**config.mk**
```make
export PLATFORM = sky130hd
export DESIGN_NAME = pic_irq_resolver
export DESIGN_NICKNAME = d
export VERILOG_FILES = /design/src/rtl/pic_pkg.sv /design/src/rtl/pic_prio_encoder.sv /design/src/rtl/pic_irq_resolver.sv
export SDC_FILE = /design/constraint.sdc
export NUM_CORES = 1
export LEC_CHECK = 0
export ABC_AREA = 1
export CAP_MARGIN = 40
export CORE_UTILIZATION = 54
export DETAILED_ROUTE_END_ITERATION = 8
export GPL_TIMING_DRIVEN = 1
export HOLD_SLACK_MARGIN = 0.06
export PLACE_DENSITY_LB_ADDON = 0.2
export SETUP_SLACK_MARGIN = 0.05
export SYNTH_ARGS = -nofsm -noshare
export SYNTH_HDL_FRONTEND = slang
export SYNTH_SLANG_ARGS = --single-unit
```
**constraint.sdc**
```tcl
create_clock -name clk -period 5.7 [get_ports clk]
set_input_delay 1.425 -clock clk [delete_from_list [all_inputs] [get_ports clk]]
set_output_delay 1.425 -clock clk [all_outputs]
set_load 0.1 [all_outputs]
```
**src/rtl/pic_pkg.sv**
```systemverilog
// Shared types, constants and rotating-priority helpers for the 8259 request/in-service stage.
package pic_pkg;

    localparam int NUM_IRQ = 8;
    localparam int LVL_W   = 3;

    typedef logic [LVL_W-1:0] lvl_t;

    localparam lvl_t LP_RESET = 3'd7;

    // Highest-priority set bit of vec, where level lp+1 is highest and lp is lowest; 7 if vec is empty.
    function automatic lvl_t rot_prio_first(input logic [NUM_IRQ-1:0] vec, input lvl_t lp);
        lvl_t idx;
        lvl_t res;
        res = LP_RESET;
        for (int i = NUM_IRQ; i >= 1; i--) begin
            idx = lp + lvl_t'(i);
            if (vec[idx]) res = idx;
        end
        return res;
    endfunction

    // Distance from the top of the priority order; smaller rank means higher priority.
    function automatic lvl_t prio_rank(input lvl_t lvl, input lvl_t lp);
        return lvl - lp - lvl_t'(1);
    endfunction

endpackage

```
**src/rtl/pic_prio_encoder.sv**
```systemverilog
// Combinational rotating-priority encoder: picks the highest-priority set bit relative to lp.
module pic_prio_encoder
    import pic_pkg::*;
(
    input  logic [NUM_IRQ-1:0] vec,
    input  lvl_t               lp,
    output lvl_t               first,
    output logic               any
);

    assign first = rot_prio_first(vec, lp);
    assign any   = |vec;

endmodule

```
**src/rtl/pic_irq_resolver.sv**
```systemverilog
// 8259 interrupt request / in-service stage: IRR/ISR, masking, fixed or rotating priority, INT request.
// Optional macro PIC_IR_SYNC_EN adds a metastability flop ahead of the ir_s sampling stage.
module pic_irq_resolver
    import pic_pkg::*;
(
    input  logic               clk,
    input  logic               rst_n,
    input  logic [NUM_IRQ-1:0] ir_in,
    input  logic               ltim,
    input  logic [NUM_IRQ-1:0] imr,
    input  logic               aeoi,
    input  logic               rotate_aeoi,
    input  logic               ack_first,
    input  logic               eoi_valid,
    input  logic               eoi_specific,
    input  logic               eoi_rotate,
    input  lvl_t               eoi_level,
    output logic               int_req,
    output logic [NUM_IRQ-1:0] irr,
    output logic [NUM_IRQ-1:0] isr,
    output lvl_t               highest_pending,
    output lvl_t               highest_isr,
    output logic               spurious
);

    logic [NUM_IRQ-1:0] ir_s_q, ir_s_d;
    logic [NUM_IRQ-1:0] ir_d_q, ir_d_d;
    logic [NUM_IRQ-1:0] irr_q, irr_d;
    logic [NUM_IRQ-1:0] isr_q, isr_d;
    lvl_t               lp_q, lp_d;
    logic               int_req_q, int_req_d;
    logic               spurious_q, spurious_d;

`ifdef PIC_IR_SYNC_EN
    logic [NUM_IRQ-1:0] ir_meta_q, ir_meta_d;
`endif

    logic [NUM_IRQ-1:0] pend;
    lvl_t               hp, hi;
    logic               pend_any, isr_any;
    logic               ack_hit;
    logic [NUM_IRQ-1:0] ack_vec;
    logic               clr_valid;
    lvl_t               clr_lvl;

    assign pend = irr_q & ~imr;

    pic_prio_encoder u_pend_enc (
        .vec   (pend),
        .lp    (lp_q),
        .first (hp),
        .any   (pend_any)
    );

    pic_prio_encoder u_isr_enc (
        .vec   (isr_q),
        .lp    (lp_q),
        .first (hi),
        .any   (isr_any)
    );

    always_comb begin
`ifdef PIC_IR_SYNC_EN
        ir_meta_d = ir_in;
        ir_s_d    = ir_meta_q;
`else
        ir_s_d    = ir_in;
`endif
        ir_d_d  = ir_s_q;
        ack_hit = ack_first & pend_any;
        ack_vec = '0;
        if (ack_hit) ack_vec[hp] = 1'b1;

        // Edge mode: a fresh rising edge re-arms the bit even while its ack is clearing it.
        if (ltim) irr_d = ir_s_q;
        else      irr_d = (irr_q & ir_s_q & ~ack_vec) | (ir_s_q & ~ir_d_q);

        clr_valid = 1'b0;
        clr_lvl   = eoi_level;
        if (eoi_valid) begin
            if (eoi_specific) begin
                clr_valid = 1'b1;
            end else begin
                clr_valid = isr_any;
                clr_lvl   = hi;
            end
        end

        // EOI clear first, then ack set, so a same-cycle ack of the same level keeps the bit.
        isr_d = isr_q;
        if (clr_valid) isr_d[clr_lvl] = 1'b0;
        if (ack_hit && !aeoi) isr_d[hp] = 1'b1;

        lp_d = lp_q;
        if (clr_valid && eoi_rotate) lp_d = clr_lvl;
        if (ack_hit && aeoi && rotate_aeoi) lp_d = hp;

        int_req_d  = pend_any && (!isr_any || (prio_rank(hp, lp_q) < prio_rank(hi, lp_q)));
        spurious_d = ack_first && !pend_any;
    end

    always_ff @(posedge clk or negedge rst_n) begin
        if (!rst_n) begin
            ir_s_q     <= '0;
            ir_d_q     <= '0;
            irr_q      <= '0;
            isr_q      <= '0;
            lp_q       <= LP_RESET;
            int_req_q  <= 1'b0;
            spurious_q <= 1'b0;
        end else begin
            ir_s_q     <= ir_s_d;
            ir_d_q     <= ir_d_d;
            irr_q      <= irr_d;
            isr_q      <= isr_d;
            lp_q       <= lp_d;
            int_req_q  <= int_req_d;
            spurious_q <= spurious_d;
        end
    end

`ifdef PIC_IR_SYNC_EN
    always_ff @(posedge clk or negedge rst_n) begin
        if (!rst_n) ir_meta_q <= '0;
        else        ir_meta_q <= ir_meta_d;
    end
`endif

    assign int_req         = int_req_q;
    assign irr             = irr_q;
    assign isr             = isr_q;
    assign highest_pending = hp;
    assign highest_isr     = hi;
    assign spurious        = spurious_q;

endmodule
```
==> run metrics, run 1 <==
worst skew pair latency 0.29 ns; Tightest Pin Transition 0.800 ns; Hold Crit Depth 0; DR iter-0 viols 464; hold-fix buffers at CTS 0; Port-buffer cells 51; Synth Instances 444; H-tree Lvls 2; Final min period 4.86 ns; Via-to-Cell Ratio 5.64; r2r startpoint lp_q[0]; RD Place Congestion 1.01; Slew headroom 0.467; initial antenna violation count 0; leading area contributor after synthesis dfrtp_1; Die Wd 76.0 um; core area 5200 sq um; RR Endpoint int_req; IO Count 52; Hold Path Origin ir_d_d[2]; TritonCTS buffer count 5; R2R depth 25; post-synthesis net count 480; clk slew on worst S/H paths 0.08 ns; count of final setup violators 0; setup repair after global routing missed its margin false; Fin Setup TNS 0 ns; Routed Antenna Nets 0; first-pass GRT wire length 14400 um; DR WL met2 4030 um; commonest non-fill, non-tap cells in the layout nand2_1 (135), nand3_1 (78), inv_1 (57); critical path class input pin to primary output; grt total ovfl 0; commonest non-fill, non-tap cell in the layout nand2_1; outcome finished, final reports clean; Post-synth EDFFs 0; via count 3288; Synth Flop Type dfrtp_1; Final Hold Vio Count 0; first drt pass iteration count 7; yosys warns 0; HPWL after DPL 6480 um; Max-Cap Viols 0; FMAX 0.206 GHz; Syn Area/Cell 6.66 sq um; share of the synthesized area in the top cell type 0.288; FF-to-FF setup slack 1.27 ns; Final Skew 0.00815 ns; clock root buffer clkbuf_8; Synth area leaders dfrtp_1 (29%), nand2_1 (17%), nand3_1 (13%), inv_1 (7.2%), nand4_1 (3.0%); # DRC 0; Synth cell types 39; ys async rst share 1.00; CTS max path bufs 2; met3 WL post-DR 719 um; Final nets 548; max-slew violations 0; Crit Path Max Fanout 11; startpoint types input pin; n_diodes 0; Hold Crit Class flop to flop; Final period util 0.852; Placement Rows 26; Worst Path Required 4.28 ns; die height 76.0 um; Starting Density 0.568; CTS tree built; Synth Register Bits 37; Seq/Total Area, Yosys 0.314; pin count of the biggest net entering global routing 38; uppermost layer routed met4; full die area 5780 sq um; Worst Path Arrival 3.43 ns; Sink Count 37; vias in the first global route 3124; layout cells sized above 1 0.140; wire per inst 14.5 um; number of setup buffers added after CTS 0; post_cts resized 0; Hold EP ir_d_q[2]; Global Route Usage Sum 0.306; area grow syn2layout 30.2%; mapped cell area 2960 sq um; drt total wl 8450 um; CP Capture Type primary output; Metal-1 WL 3560 um
## kinds of logic after synthesis
logic type                 after synthesis  synth area share
and+or+nand+nor                        266             0.407
buffers and inverters                   81             0.113
AOI/OAI and AO/OA                       45            0.0943
DFF                                     37             0.314
adders and majority gates                8            0.0389
xor gates and xnor gates                 7            0.0322
## metal layers
metal	track usage	vias up
met2	0.510	197
met3	0.0419	25
met4	0.0827	0
met5	0	-
met1	0.418	1486
li1	-	1580
## stage by stage
step,hold WS [ns],setup WS [ns],utilization,cell area (sq um),cells
after CTS,0.376,0.861,0.740,3850,583
after detailed placement,0.357,0.872,0.722,3760,575
final,0.374,0.842,0.740,3850,583
after global placement,0.354,0.883,0.670,3490,557
after global routing,0.380,0.672,0.740,3850,583
after floorplan,0.348,1.28,-,2960,444
## cell type report
type,instances,area (sq um)
Clock inverter,3,22.5
Clock buffer,5,68.8
Timing Repair Buffer,72,783
Multi-Input combinational cell,326,1690
Fill cell,366,1360
Sequential cell,37,930
Tap cell,70,87.6
Inverter,70,265
## worst max-delay path by stage
stage / startpoint / cells past startpoint / slack [ns] / endpoint
floorplan: lp_q[1] / 24 / 1.28 / int_req
global placement: imr[7] / 13 / 0.88 / highest_pending[1]
detailed placement: imr[7] / 13 / 0.87 / highest_pending[1]
CTS: imr[7] / 13 / 0.86 / highest_pending[1]
global route: lp_q[0] / 13 / 0.67 / highest_pending[1]
finish: imr[5] / 13 / 0.84 / highest_pending[1]
## cell usage after synthesis (5+ instances only)
library cell / count
a21oi_1: 14
buf_4: 5
dfrtp_1: 34
ha_1: 6
inv_1: 57
inv_2: 12
nand2_1: 135
nand2_2: 6
nand3_1: 78
nand4_1: 14
nor2_1: 20
o21ai_1: 11
## worst max-delay path, cell delays in order
cell and delay, ns:
clkdlybuf4s50_1 0.39, inv_1 0.10, nand3_1 0.11, nand3_1 0.16
nand2_1 0.07, nor2_1 0.16, inv_2 0.05, nand2_1 0.09
inv_1 0.06, nor2_1 0.22, inv_1 0.12, nand2_4 0.16
buf_4 0.31
## flip-flops by register name, indices dropped and copies added (netlist names)
signal,flops
ir_d_q,8
isr,8
int_req,1
irr,8
spurious,1
lp_q,3
ir_d_d,8
Power of run 1 is left out: the tool's default activity adds up to more than one toggle a clock period on the data nets, which glitch-free logic cannot reach.
==> run 2: changes to the inputs <==
--- a/config.mk
+++ b/config.mk
@@ -12,6 +12,7 @@
 export GPL_TIMING_DRIVEN = 1
 export HOLD_SLACK_MARGIN = 0.06
 export PLACE_DENSITY_LB_ADDON = 0.2
+export RECOVER_POWER = 50
 export SETUP_SLACK_MARGIN = 0.05
 export SYNTH_ARGS = -nofsm -noshare
 export SYNTH_HDL_FRONTEND = slang
==> run 2 against run 1 <==
Compared with the run above:
- the flow now finishes with violations (capacitance limit, slew limit)
- critical path depth unchanged
- critical path type unchanged
- critical endpoint unchanged
- fmax about the same
- via count decreased by 0.15%
- die area unchanged
- first-iteration DRC count increased by 0.43%
- clock-buffer cell count unchanged
==> run metrics, run 2 (same netlist as run 1, synthesis figures left out) <==
Final Hold Vio Count 0; Fin Setup TNS 0 ns; IO Count 52; commonest non-fill, non-tap cell in the layout nand2_1; CTS tree built; drt total wl 8500 um; pin count of the biggest net entering global routing 38; Global Route Usage Sum 0.306; Hold Crit Depth 0; CP Cell Sequence clkdlybuf4s50_1, inv_1, nand3_1, nand3_1, nand2_1, nor2_1, inv_2, nand2_1, inv_1, nor2_1, inv_1, nand2_4, buf_4; Layout Utilization 0.739; layout cells sized above 1 0.138; Reg area 930 sq um; FF-to-FF setup slack 1.26 ns; HPWL after DPL 6480 um; Hold EP ir_d_q[2]; outcome finished, violations left; Max-Cap Viols 1; full die area 5780 sq um; TritonCTS buffer count 5; Final nets 548; setup repair after global routing missed its margin false; commonest non-fill, non-tap cells in the layout nand2_1 (135), nand3_1 (78), inv_1 (57); area grow syn2layout 30.1%; via count 3283; failing checks capacitance limit, slew limit; Routed Antenna Nets 0; die height 76.0 um; Starting Density 0.568; Placement Rows 26; multi-input logic area 1690 sq um; RR Endpoint int_req; CTS max path bufs 2; Buf/Inv on CP 6; CP most frequent cell inv_1; R2R depth 25; fillers 366; first drt pass iteration count 6; Hold Crit Class flop to flop; max-slew violations 38; core area 5200 sq um; count of final setup violators 0; startpoint types input pin; # DRC 0; Slew headroom -0.272; Via-to-Cell Ratio 5.63; n_diodes 0; first-pass GRT wire length 14400 um; crit-path leading delay family buffers and inverters; Crit Path Max Fanout 11; Die Wd 76.0 um; wire per inst 14.6 um; number of setup buffers added after CTS 0; hold-fix buffers at CTS 0; Worst Path Required 4.28 ns; Final min period 4.86 ns; critical path class input pin to primary output; r2r startpoint lp_q[0]; vias in the first global route 3124; Final Skew 0.00869 ns; clock root buffer clkbuf_8; Port-buffer cells 51; grt total ovfl 0; WHS 0.374 ns; Final period util 0.852; FMAX 0.206 GHz; worst skew pair latency 0.29 ns; RD Place Congestion 1.01; DR iter-0 viols 466; Hold Path Origin ir_d_d[2]; initial antenna violation count 0; post_cts resized 0; CP Capture Type primary output; Worst Path Arrival 3.43 ns; CP max stage delay 0.39 ns; Tightest Pin Transition 1.91 ns; Slowest-stage cell, CP clkdlybuf4s50_1; clk slew on worst S/H paths 0.08 ns; H-tree Lvls 2; Sink Count 37
-- run 2: metal layers --
metal / vias up / track usage / wire (um)
met3: 25 / 0.0419 / 762
met5: - / 0 / 0
met1: 1486 / 0.418 / 3560
li1: 1578 / - / -
met2: 194 / 0.510 / 4020
met4: 0 / 0.0827 / 159
-- run 2: worst max path at each step --
stage               slack, ns  startpoint            endpoint  depth (start not counted)
CTS                      0.86      imr[7]  highest_pending[1]                         13
global route             0.67     lp_q[0]  highest_pending[1]                         13
finish                   0.84      imr[5]  highest_pending[1]                         13
detailed placement       0.87      imr[7]  highest_pending[1]                         13
floorplan                1.28     lp_q[1]             int_req                         24
global placement         0.88      imr[7]  highest_pending[1]                         13
-- run 2: final cells by class --
| cell class | count | area share |
|---|---|---|
| tap | 70 | 0.0228 |
| sequential | 37 | 0.242 |
| clock buffer | 5 | 0.0179 |
| multi-input combinational | 326 | 0.440 |
| timing repair buffer | 72 | 0.203 |
| inverter | 70 | 0.0689 |
| clock inverter | 3 | 0.00585 |
-- run 2: through the flow --
stage               setup WS, ns  instance area, sq um  std cells
floorplan                   1.28                  2960        444
global placement           0.883                  3490        557
detailed placement         0.872                  3760        575
CTS                        0.861                  3850        583
global route               0.672                  3850        583
finish                     0.842                  3850        583
-- run 2: worst register-to-register path: stages, from the launching register on --
cell and delay [ns]:
dfstp_2 0.54, inv_2 0.15, ha_1 0.65, inv_1 0.32, nand3_1 0.23, nand3_1 0.11, nand2_1 0.13, inv_1 0.06
nand2_1 0.06, nand2_1 0.04, nand2_1 0.05, nand2_1 0.05, nand2_1 0.05, nand2_1 0.07, nand2_4 0.13, inv_4 0.08
ha_1 0.20, fa_1 0.37, xnor2_1 0.14, xor2_1 0.18, ha_1 0.31, a21oi_1 0.15, nand2_1 0.10, nand2_1 0.08
nand2_1 0.05, inv_1 0.06
Power of run 2 is left out for the same reason.
